`config.mk`:
```
export PLATFORM = sky130hd
export DESIGN_NAME = uart_tx
export DESIGN_NICKNAME = d
export VERILOG_FILES = /design/src/rtl/uart_tx.sv
export SDC_FILE = /design/constraint.sdc
export NUM_CORES = 1
export LEC_CHECK = 0
export ABC_AREA = 0
export CELL_PAD_IN_SITES_DETAIL_PLACEMENT = 1
export CELL_PAD_IN_SITES_GLOBAL_PLACEMENT = 1
export CORE_MARGIN = 5
export CORE_UTILIZATION = 48
export CTS_CLUSTER_DIAMETER = 60
export DETAILED_ROUTE_END_ITERATION = 12
export GPL_ROUTABILITY_DRIVEN = 0
export PLACE_DENSITY_LB_ADDON = 0.1
export SYNTH_ARGS = -nofsm -noshare
export SYNTH_HDL_FRONTEND = slang
export SYNTH_SLANG_ARGS = --single-unit
```
`constraint.sdc`:
```
create_clock -name clk -period 3 [get_ports clk]
set_input_delay 0.6 -clock clk [delete_from_list [all_inputs] [get_ports clk]]
set_output_delay 0.6 -clock clk [all_outputs]
set_load 0.01 [all_outputs]
```
`src/rtl/uart_tx.sv`:
```
// 8N1 UART transmitter: one start bit, eight data bits LSB first, one stop bit.
// Tx and RFN come straight from flops, so there is no input-to-output combinational path.
module uart_tx #(
    parameter int CLK_FREQ     = 12_000_000,
    parameter int BAUD         = 9600,
    parameter int CLKS_PER_BIT = CLK_FREQ / BAUD
) (
    input  logic       clk,
    input  logic       rst,
    input  logic       Tx_EN,
    input  logic [7:0] data,
    output logic       Tx,
    output logic       RFN
);

    localparam int CW = (CLKS_PER_BIT > 2) ? $clog2(CLKS_PER_BIT) : 1;
    localparam logic [CW-1:0] BAUD_LAST = CW'(CLKS_PER_BIT - 1);

    typedef enum logic [1:0] {
        IDLE  = 2'd0,
        START = 2'd1,
        DATA  = 2'd2,
        STOP  = 2'd3
    } state_t;

    state_t          state_reg;
    logic [CW-1:0]   baud_cnt_reg;
    logic [2:0]      bit_idx_reg;
    logic [7:0]      shift_reg;
    logic            tx_reg;
    logic            rfn_reg;

    wire bit_done = (baud_cnt_reg == BAUD_LAST);

    always_ff @(posedge clk or posedge rst) begin
        if (rst) begin
            state_reg    <= IDLE;
            baud_cnt_reg <= '0;
            bit_idx_reg  <= '0;
            shift_reg    <= '0;
            tx_reg       <= 1'b1;
            rfn_reg      <= 1'b1;
        end else begin
            case (state_reg)
                IDLE: begin
                    if (Tx_EN) begin
                        shift_reg    <= data;
                        tx_reg       <= 1'b0;
                        rfn_reg      <= 1'b0;
                        baud_cnt_reg <= '0;
                        bit_idx_reg  <= '0;
                        state_reg    <= START;
                    end
                end
                START: begin
                    if (bit_done) begin
                        baud_cnt_reg <= '0;
                        bit_idx_reg  <= '0;
                        tx_reg       <= shift_reg[0];
                        state_reg    <= DATA;
                    end else begin
                        baud_cnt_reg <= baud_cnt_reg + 1'b1;
                    end
                end
                DATA: begin
                    // The shift register always presents the next bit at [1] when a bit ends.
                    if (bit_done) begin
                        baud_cnt_reg <= '0;
                        shift_reg    <= shift_reg >> 1;
                        if (bit_idx_reg == 3'd7) begin
                            bit_idx_reg <= '0;
                            tx_reg      <= 1'b1;
                            state_reg   <= STOP;
                        end else begin
                            bit_idx_reg <= bit_idx_reg + 1'b1;
                            tx_reg      <= shift_reg[1];
                        end
                    end else begin
                        baud_cnt_reg <= baud_cnt_reg + 1'b1;
                    end
                end
                STOP: begin
                    if (bit_done) begin
                        baud_cnt_reg <= '0;
                        rfn_reg      <= 1'b1;
                        state_reg    <= IDLE;
                    end else begin
                        baud_cnt_reg <= baud_cnt_reg + 1'b1;
                    end
                end
                default: begin
                    state_reg <= IDLE;
                    tx_reg    <= 1'b1;
                    rfn_reg   <= 1'b1;
                end
            endcase
        end
    end

    assign Tx  = tx_reg;
    assign RFN = rfn_reg;

endmodule

```
After elaboration in Yosys (flattened, before gate mapping). Index checks and enable logic that the tools add are counted.

Word-level logic and storage cells: 51. Bits of input ports: 11. Flip-flop bits (word level): 26. Output and inout bits: 2.

Reduce and logical (&&, ||, !) cells: 9. Add/sub/neg operators: 2. Equal/unequal tests: 10. Muxes and demuxes: 24.

Operators by type and width (number): 11-bit 2-to-1 mux (2); 11-bit one-hot mux with 2 select lines (1); 8-bit 2-to-1 mux (2); 8-bit one-hot mux with 2 select lines (1); 3-bit 2-to-1 mux (4); 11-bit by 1-bit adder with 11-bit output, second input constant (1); 11-bit equality test, second input constant (1); 2-bit 2-to-1 mux (5); 2-bit != test, second input constant (5); 3-bit one-hot mux with 3 select lines (1); 2-bit one-hot mux with 4 select lines (1); 3-bit AND reduction (2); 1-bit 2-to-1 mux (5); 5-bit AND reduction (1); 2-bit equality test, second input constant (2); 4-bit AND reduction (1); 2-bit nonzero test (2); 3-bit by 1-bit adder with 3-bit output, second input constant (1); 3-bit equality test, second input constant (1); 1-bit one-hot mux with 3 select lines (1); 3-bit nonzero test (1); 3-bit OR reduction (1); 2-bit by 1-bit equality test with 1-bit output, second input constant (1); 2-bit zero test (1); 1-bit one-hot mux with 2 select lines (1).

Logic depth before layout (Yosys ltp). Gate-level depths: netlist of run 1.

Depth after elaboration: 4. Depth in mapped cells: 7. Mapped depth without buffers: 6.

Worst setup path before layout of run 1. OpenSTA, ideal clock, no wires.

Kind: register to register. Start: register state_reg[0]. End: register shift_reg[0]. Setup time: 125 ps. Path buffers: 2. Required time: 2875 ps. Data arrival time: 1795 ps. Path slack: 1080 ps. Cell stages (with the launch flop): 7. Period minus slack after synthesis: 1920 ps. Cells stage by stage: dfrtp_1 > inv_1 > ha_1 > clkbuf_1 > buf_1 > mux2_2 > mux2_4.

Word-level cells in the longest chain between the ends: 3.

Ends and longest elaborated chain: start: declaration (line 26) `state_t state_reg;`; start signal: assignment (line 37) `state_reg <= IDLE;`; start signal: assignment (line 52) `state_reg <= START;`; start signal: assignment (line 60) `state_reg <= DATA;`; 2-bit equality test or 2-bit zero test (tied branches) (line 44) `case (state_reg)`; 2-bit != test (no line) or 2-bit nonzero test (tied branches); 3-bit AND reduction (no line); end signal: assignment (line 47) `shift_reg <= data;`; end signal: assignment (line 69) `shift_reg <= shift_reg >> 1;`; end: declaration (line 29) `logic [7:0] shift_reg;`.

Several ways; a longest one is shown, not always the timed one. A chain may end at the register's enable or synchronous reset.

Worst setup path in the final report of run 1.
Start: register state_reg[0]. End: register shift_reg[1].

Same word-level chain as after synthesis.

==> results.toml, run 1 <==
[run_status]
status = "completed"

[setup_path]
critical_path.max_fanout = 17
end_kind = "flip-flop"
cp_data_arrival_time_ps = 2500
crit_path_start_kind = "flip-flop"
required_ps = 3230
critPathKind = "flip-flop to flip-flop"

[detailed_routing]
drtAntennaViolNets = 0
wirelength_um = 2900
drt_iter0_drc = 46
vias_per_cell = 5.65
route.detailed.drc = 0
routedWlPerCell_um = 15.9
num_vias = 1029
dr.pass1.iters = 4

[floorplan]
initial_core_util = 0.494
ios = 13
core-area_mm2 = 0.00300
die_area_mm2 = 0.00430
fp.dieH_um = 65.6
die_width_um = 65.6
rows = 20

[synthesis]
ys_types = 35
syn-cell-area_mm2 = 0.00148
avgSynthCellArea_um2 = 11.0
async_reset_ff_frac = 1.00
synth_ff_type = "dfrtp_1"
synth_warnings = 0
seq_area_frac_synth = 0.440
syn_inst = 135
synth-seq-cells = 26
synth_nets = 155
synth_edf_count = 0

[clocking]
ctsHoldBuffers = 0
cts-root-buf = "clkbuf_4"
clock_latency_ps = 320
cts_made_buffers = 3
h-tree-depth = 1
clk_path_buf_depth = 2
post_cts_buffers = 0
post_cts_resize_count = 0
clock_sinks = 26
cts_tree = "done"
path_clk_slew_ps = 140

[timing]
maxSlewViolCount = 0
max_freq_ghz = 0.439
hold_viol = 0
fin_worst_skew_ps = 2.67
fin_crit_ps = 2280
worst_slew_pin_slew_ps = 677
fin_crit_sh = 0.758
setup_violations = 0
rsz0062_at_grt = "no"
relSlewSlack = 0.549
final.setup.tns_ps = 0

[power_and_ir_drop]
p_total_w = 0.00148
clkPwrFrac = 0.121
pwr-share-comb = 0.493
seq_power_share = 0.386
swShare = 0.367
power_leakage_nw = 0.757
p_int_w = 0.000934
p_per_area_mw_per_mm2 = 882
p_switching_w = 0.000542
ir_worst_vdd_v = 0.000599

[run]
maxCapViolCount = 0

[finish]
largest_reg_flops = 11
drive_gt1_frac = 0.195
nFillCells = 334
final_cell_mix = "24 x dfrtp_1, 16 x nor2_1, 12 x clkdlybuf4s50_1"
layout_commonest_cell = "dfrtp_1"
nNetsFinal = 170
syn_to_final_growth_pct = 12.8
diodes = 0

[grt]
grt_max_degree = 27
grt_pass1_wl_um = 5070
grt_pass1_vias = 1090
antenna_found_initial = 0
overflow = 0
grtUsageTotal = 0.154

[placement]
dp_hpwl_um = 2170
io_buffers = 12

[min_path]
holdCritPathClass = "flip-flop to flip-flop"
==> power groups by stage <==
stage	registers, W	clock network, W	logic, W
CTS	0.000571	0.000188	0.000738
detailed placement	0.000576	0	0.000733
global route	0.000588	0.000205	0.000804
global placement	0.000568	0	0.000693
finish	0.000570	0.000179	0.000727
floorplan	0.000550	0	0.000601
==> kinds of logic after synthesis <==
| group | share of synthesized area |
|---|---|
| AOI/OAI and AO/OA | 0.0616 |
| xor gates and xnor gates | 0.0531 |
| adders and majority gates | 0.0759 |
| buffers and inverters | 0.0304 |
| DFF | 0.440 |
| muxes | 0.160 |
| and+or+nand+nor | 0.179 |
==> worst max-delay path, stage by stage (launching register included) <==
cell,delay (ps)
dfrtp_1,440
inv_1,120
ha_1,610
nor2_1,160
a211o_1,490
mux2_4,360
==> cell usage after synthesis (2+ instances only) <==
cell | count | area [µm²]
a21oi_1 | 2 | 10.0
xor2_1 | 2 | 17.5
nand4_1 | 2 | 12.5
nor3_1 | 3 | 15.0
ha_1 | 9 | 113
dfrtp_1 | 24 | 601
clkbuf_1 | 2 | 7.51
mux2_2 | 10 | 113
nor2_1 | 16 | 60.1
o21ai_0 | 3 | 15.0
xnor2_1 | 7 | 61.3
nand3_1 | 4 | 20.0
dfstp_2 | 2 | 52.6
nor4_1 | 4 | 25.0
inv_1 | 6 | 22.5
nand2_1 | 10 | 37.5
mux2_4 | 7 | 105
nor4b_1 | 2 | 17.5
nand2b_1 | 2 | 12.5
a21o_1 | 2 | 15.0
mux2i_1 | 2 | 20.0
==> layer usage <==
metal	vias up	wire length [µm]	global-route usage
li1	498	-	-
met1	512	1270	0.179
met2	14	1520	0.286
met3	5	67	0.0222
met4	0	43	0.0544
met5	-	0	0
==> layout make-up <==
class | instances | area [µm²] | area share
Tap cell | 33 | 41.3 | 0.0247
Timing Repair Buffer | 14 | 135 | 0.0807
Sequential cell | 26 | 653 | 0.390
Clock buffer | 4 | 36.3 | 0.0217
Inverter | 6 | 22.5 | 0.0135
Multi-Input combinational cell | 99 | 786 | 0.469
==> stage by stage <==
step | cells | utilization | cell area (µm²) | setup WS, ps | hold WS, ps
after floorplan | 135 | - | 1480 | 1080 | 451
after global placement | 178 | 0.545 | 1640 | 803 | 464
after detailed placement | 178 | 0.545 | 1640 | 744 | 469
after CTS | 182 | 0.558 | 1670 | 718 | 503
after global routing | 182 | 0.558 | 1670 | 615 | 543
final | 182 | 0.558 | 1670 | 725 | 503
==> worst paths after layout <==
kind / start / endpoint / slack [ps] / depth (start not counted)
min reg2reg: shift_reg[7] / shift_reg[7] / 500 / 1
min in group asynchronous: rst / bit_idx_reg[2] / 620 / 3
min: shift_reg[7] / shift_reg[7] / 500 / 1
max in group asynchronous: rst / Tx / 2090 / 3
max reg2reg: state_reg[0] / shift_reg[1] / 720 / 5
max: state_reg[0] / shift_reg[1] / 720 / 5
(Power assumes the default switching activity.)
==> run 2: changes to the inputs <==
Settings changed: CORE_UTILIZATION 48 to 45.
Clock period 3 ns to 2.3 ns, I/O delays scaled along.
==> results.toml, run 2 (synthesis results as in run 1) <==
[finish]
drive_gt1_frac = 0.211
final_cell_mix = "24 x dfrtp_1, 16 x nor2_1, 12 x clkdlybuf4s50_1"
largest_reg_flops = 11
fin_area_mm2 = 0.00171
syn_to_final_growth_pct = 15.3
instances_no_fill = 196
diodes = 0
nNetsFinal = 173
layout_commonest_cell = "dfrtp_1"

[power_and_ir_drop]
p_per_area_mw_per_mm2 = 1160
p_total_w = 0.00198
power_leakage_nw = 0.773
ir_worst_vdd_v = 0.000648

[clocking]
path_clk_slew_ps = 140
clock_sinks = 26
clock_latency_ps = 330
h-tree-depth = 1
cts_tree = "done"
post_cts_resize_count = 0
cts_made_buffers = 3
post_cts_buffers = 0
cts-root-buf = "clkbuf_4"
clk_path_buf_depth = 2
ctsHoldBuffers = 0

[timing]
rsz0062_at_grt = "no"
fin_crit_ps = 1990
maxSlewViolCount = 0
setup_violations = 0
hold_viol = 0
max_freq_ghz = 0.503
fin_crit_sh = 0.865
final.setup.tns_ps = 0
worst_slew_pin_slew_ps = 470
relSlewSlack = 0.687
holdWs_ps = 467
fin_worst_skew_ps = 8.04

[setup_path]
startpoint = "state_reg[0]"
crit_path_end = "bit_idx_reg[0]"
crit_path_start_kind = "flip-flop"
r2r_start = "state_reg[0]"
r2r_cells = 6
worst-r2r-setup-slack_ps = 310
end_kind = "flip-flop"
r2r-end = "bit_idx_reg[0]"
cp_data_arrival_time_ps = 2220
required_ps = 2530
critical_path.max_fanout = 12
critPathKind = "flip-flop to flip-flop"

[detailed_routing]
num_vias = 1013
route.detailed.drc = 0
drtAntennaViolNets = 0
routedWlPerCell_um = 16.0
drt_iter0_drc = 37
wirelength_um = 3140
vias_per_cell = 5.17
dr.pass1.iters = 4

[run_status]
status = "completed"

[floorplan]
core-area_mm2 = 0.00310
die_area_mm2 = 0.00455
fp.dieH_um = 67.4
rows = 20
die_width_um = 67.4
initial_core_util = 0.478
ios = 13

[grt]
grt_pass1_wl_um = 5550
grtUsageTotal = 0.163
antenna_found_initial = 0
overflow = 0
grt_pass1_vias = 1160
grt_max_degree = 27

[min_path]
holdCritPathClass = "input pin to asynchronous set/reset pin"

[placement]
dp_cells = 192
dpl_cell_area_mm2 = 0.00167
io_buffers = 12
dp_hpwl_um = 2400

[run]
maxCapViolCount = 0
run 2: area by class of cell:
cell class              instances  area (µm²)
fillers                       357        1390
multi-input cells              99         786
flip-flops and latches         26         653
repair buffers                 17         158
well taps                      44        55.1
clock buffers                   4        36.3
inverters                       6        22.5
run 2: how the worst min path moves through the flow:
| stage | to | slack (ps) | start | depth (start not counted) |
|---|---|---|---|---|
| 6_report | bit_idx_reg[2] | 470 | rst | 3 |
| 5_1_grt | baud_cnt_reg[7] | 500 | rst | 3 |
| 4_1_cts | baud_cnt_reg[6] | 470 | rst | 3 |
| 3_5_place_dp | shift_reg[7] | 490 | shift_reg[7] | 1 |
| 3_3_place_gp | shift_reg[7] | 470 | shift_reg[7] | 1 |
| 2_1_floorplan | shift_reg[7] | 450 | shift_reg[7] | 1 |
run 2: layer usage:
metal	track usage	vias up	share of wire
met2	0.280	8	0.48
met4	0.0608	0	0.016
met3	0.0200	5	0.020
li1	-	500	-
met1	0.209	500	0.48
met5	0	-	0
run 2: per-stage QoR:
step           setup WS, ps  utilization
6_report                312        0.551
3_5_place_dp            277        0.540
3_3_place_gp            318        0.540
5_1_grt                 174        0.551
2_1_floorplan           380            -
4_1_cts                 295        0.551
run 2: critical path, cell delays in order, from the launching register on:
cell and delay [ps]:
dfrtp_1 440, inv_1 130, ha_1 260, nor2b_1 250
buf_4 220, a21o_1 210, mux2_2 360
run 2: report_power, final:
part | total [W] | internal (W) | switching, W
registers | 0.000755 | 0.000617 | 0.000138
logic | 0.000987 | 0.000534 | 0.000452
clock network | 0.000237 | 0.0000971 | 0.000140
total | 0.00198 | 0.00125 | 0.000731
==> run 3: changes to the inputs <==
Settings changed: CELL_PAD_IN_SITES_DETAIL_PLACEMENT 1 to 0, CELL_PAD_IN_SITES_GLOBAL_PLACEMENT 1 to 2, CORE_UTILIZATION 45 to 37, SETUP_SLACK_MARGIN from default to 0.2.
==> results.toml, run 3 (synthesis results as in run 1) <==
[run_status]
status = "completed"

[power_and_ir_drop]
p_switching_w = 0.000697
pwr-share-comb = 0.457
p_total_w = 0.00207
swShare = 0.336
p_int_w = 0.00138
p_per_area_mw_per_mm2 = 1190
clkPwrFrac = 0.187
seq_power_share = 0.356
power_leakage_nw = 0.782
ir_worst_vdd_v = 0.000593

[grt]
grt_pass1_vias = 1047
antenna_found_initial = 0
grt_max_degree = 27
grt_pass1_wl_um = 4860
overflow = 0
grtUsageTotal = 0.117

[timing]
max_freq_ghz = 0.512
maxSlewViolCount = 0
relSlewSlack = 0.718
hold_viol = 0
fin_worst_skew_ps = 2.21
worst_slew_pin_slew_ps = 423
rsz0062_at_grt = "no"
fin_crit_sh = 0.850
setup_violations = 0
final.setup.tns_ps = 0
fin_crit_ps = 1950

[detailed_routing]
drtAntennaViolNets = 0
drt_iter0_drc = 61
num_vias = 996
routedWlPerCell_um = 13.8
vias_per_cell = 4.96
wirelength_um = 2770
dr.pass1.iters = 4
route.detailed.drc = 0

[setup_path]
worst-r2r-setup-slack_ps = 350
crit_path_start_kind = "flip-flop"
required_ps = 2470
critPathKind = "flip-flop to flip-flop"
end_kind = "flip-flop"
cp_data_arrival_time_ps = 2120
critical_path.max_fanout = 10

[clocking]
h-tree-depth = 1
cts_tree = "done"
post_cts_buffers = 0
cts-root-buf = "clkbuf_8"
clk_path_buf_depth = 2
cts_made_buffers = 3
post_cts_resize_count = 0
clock_sinks = 26
ctsHoldBuffers = 0
path_clk_slew_ps = 90
clock_latency_ps = 270

[finish]
nNetsFinal = 172
drive_gt1_frac = 0.205
nFillCells = 375
largest_reg_flops = 11
layout_commonest_cell = "dfrtp_1"
instances_no_fill = 201
postLayoutCoreUtil = 0.443
syn_to_final_growth_pct = 17.6
diodes = 0
final_cell_mix = "24 x dfrtp_1, 16 x nor2_1, 12 x clkdlybuf4s50_1"

[floorplan]
core-area_mm2 = 0.00394
ios = 13
die_area_mm2 = 0.00538
fp.dieH_um = 73.3
die_width_um = 73.3
initial_core_util = 0.376
rows = 23

[placement]
io_buffers = 12
dp_cells = 197
dp_hpwl_um = 2080

[min_path]
holdCritPathClass = "flip-flop to flip-flop"

[run]
maxCapViolCount = 0
## run 3: cell count changes in the layout (fill, tap and decap cells not counted), sizes merged
cell    change
bufinv      +1
clkbuf      -1
buf         -1
## run 3: path summary, 6_finish.rpt
kind | end | start | depth (start not counted)
max | shift_reg[0] | state_reg[0] | 5
min | shift_reg[7] | shift_reg[7] | 1
max reg2reg | shift_reg[0] | state_reg[0] | 5
min reg2reg | shift_reg[7] | shift_reg[7] | 1
max in group asynchronous | Tx | rst | 3
min in group asynchronous | state_reg[0] | rst | 3
## run 3: cell type report
cell class              instances  area, µm²  share of cell area
flip-flops and latches         26        653               0.374
repair buffers                 16        150              0.0860
clock inverters                 1       30.0              0.0172
clock buffers                   3       41.3              0.0237
well taps                      50       62.6              0.0358
multi-input cells              99        786               0.450
inverters                       6       22.5              0.0129
## run 3: stage by stage
| step | hold WS (ps) | worst slack (ps) | instance area (µm²) |
|---|---|---|---|
| 6_report | 494 | 345 | 1750 |
| 3_3_place_gp | 462 | 275 | 1670 |
| 3_5_place_dp | 476 | 220 | 1670 |
| 2_1_floorplan | 451 | 380 | 1480 |
| 5_1_grt | 509 | 241 | 1750 |
| 4_1_cts | 500 | 312 | 1750 |
## run 3: per-layer routing
layer | vias up | part of all wire | GRT usage
met5 | - | 0 | 0
met4 | 0 | 0.015 | 0.0423
met3 | 5 | 0.037 | 0.0260
met2 | 15 | 0.50 | 0.200
met1 | 476 | 0.45 | 0.144
li1 | 500 | - | -
## run 3: power by group through the flow
| stage | clock network, W | registers, W | logic (W) |
|---|---|---|---|
| floorplan | 0 | 0.000717 | 0.000783 |
| global placement | 0 | 0.000741 | 0.000950 |
| detailed placement | 0 | 0.000747 | 0.000973 |
| CTS | 0.000399 | 0.000739 | 0.000974 |
| global route | 0.000411 | 0.000760 | 0.00107 |
| finish | 0.000386 | 0.000738 | 0.000948 |
## run 3: critical path: stages (launching register included)
cell and delay (ps):
dfrtp_1 430, inv_1 120, ha_1 380, nor2_1 110, a211o_1 450, mux2_4 350
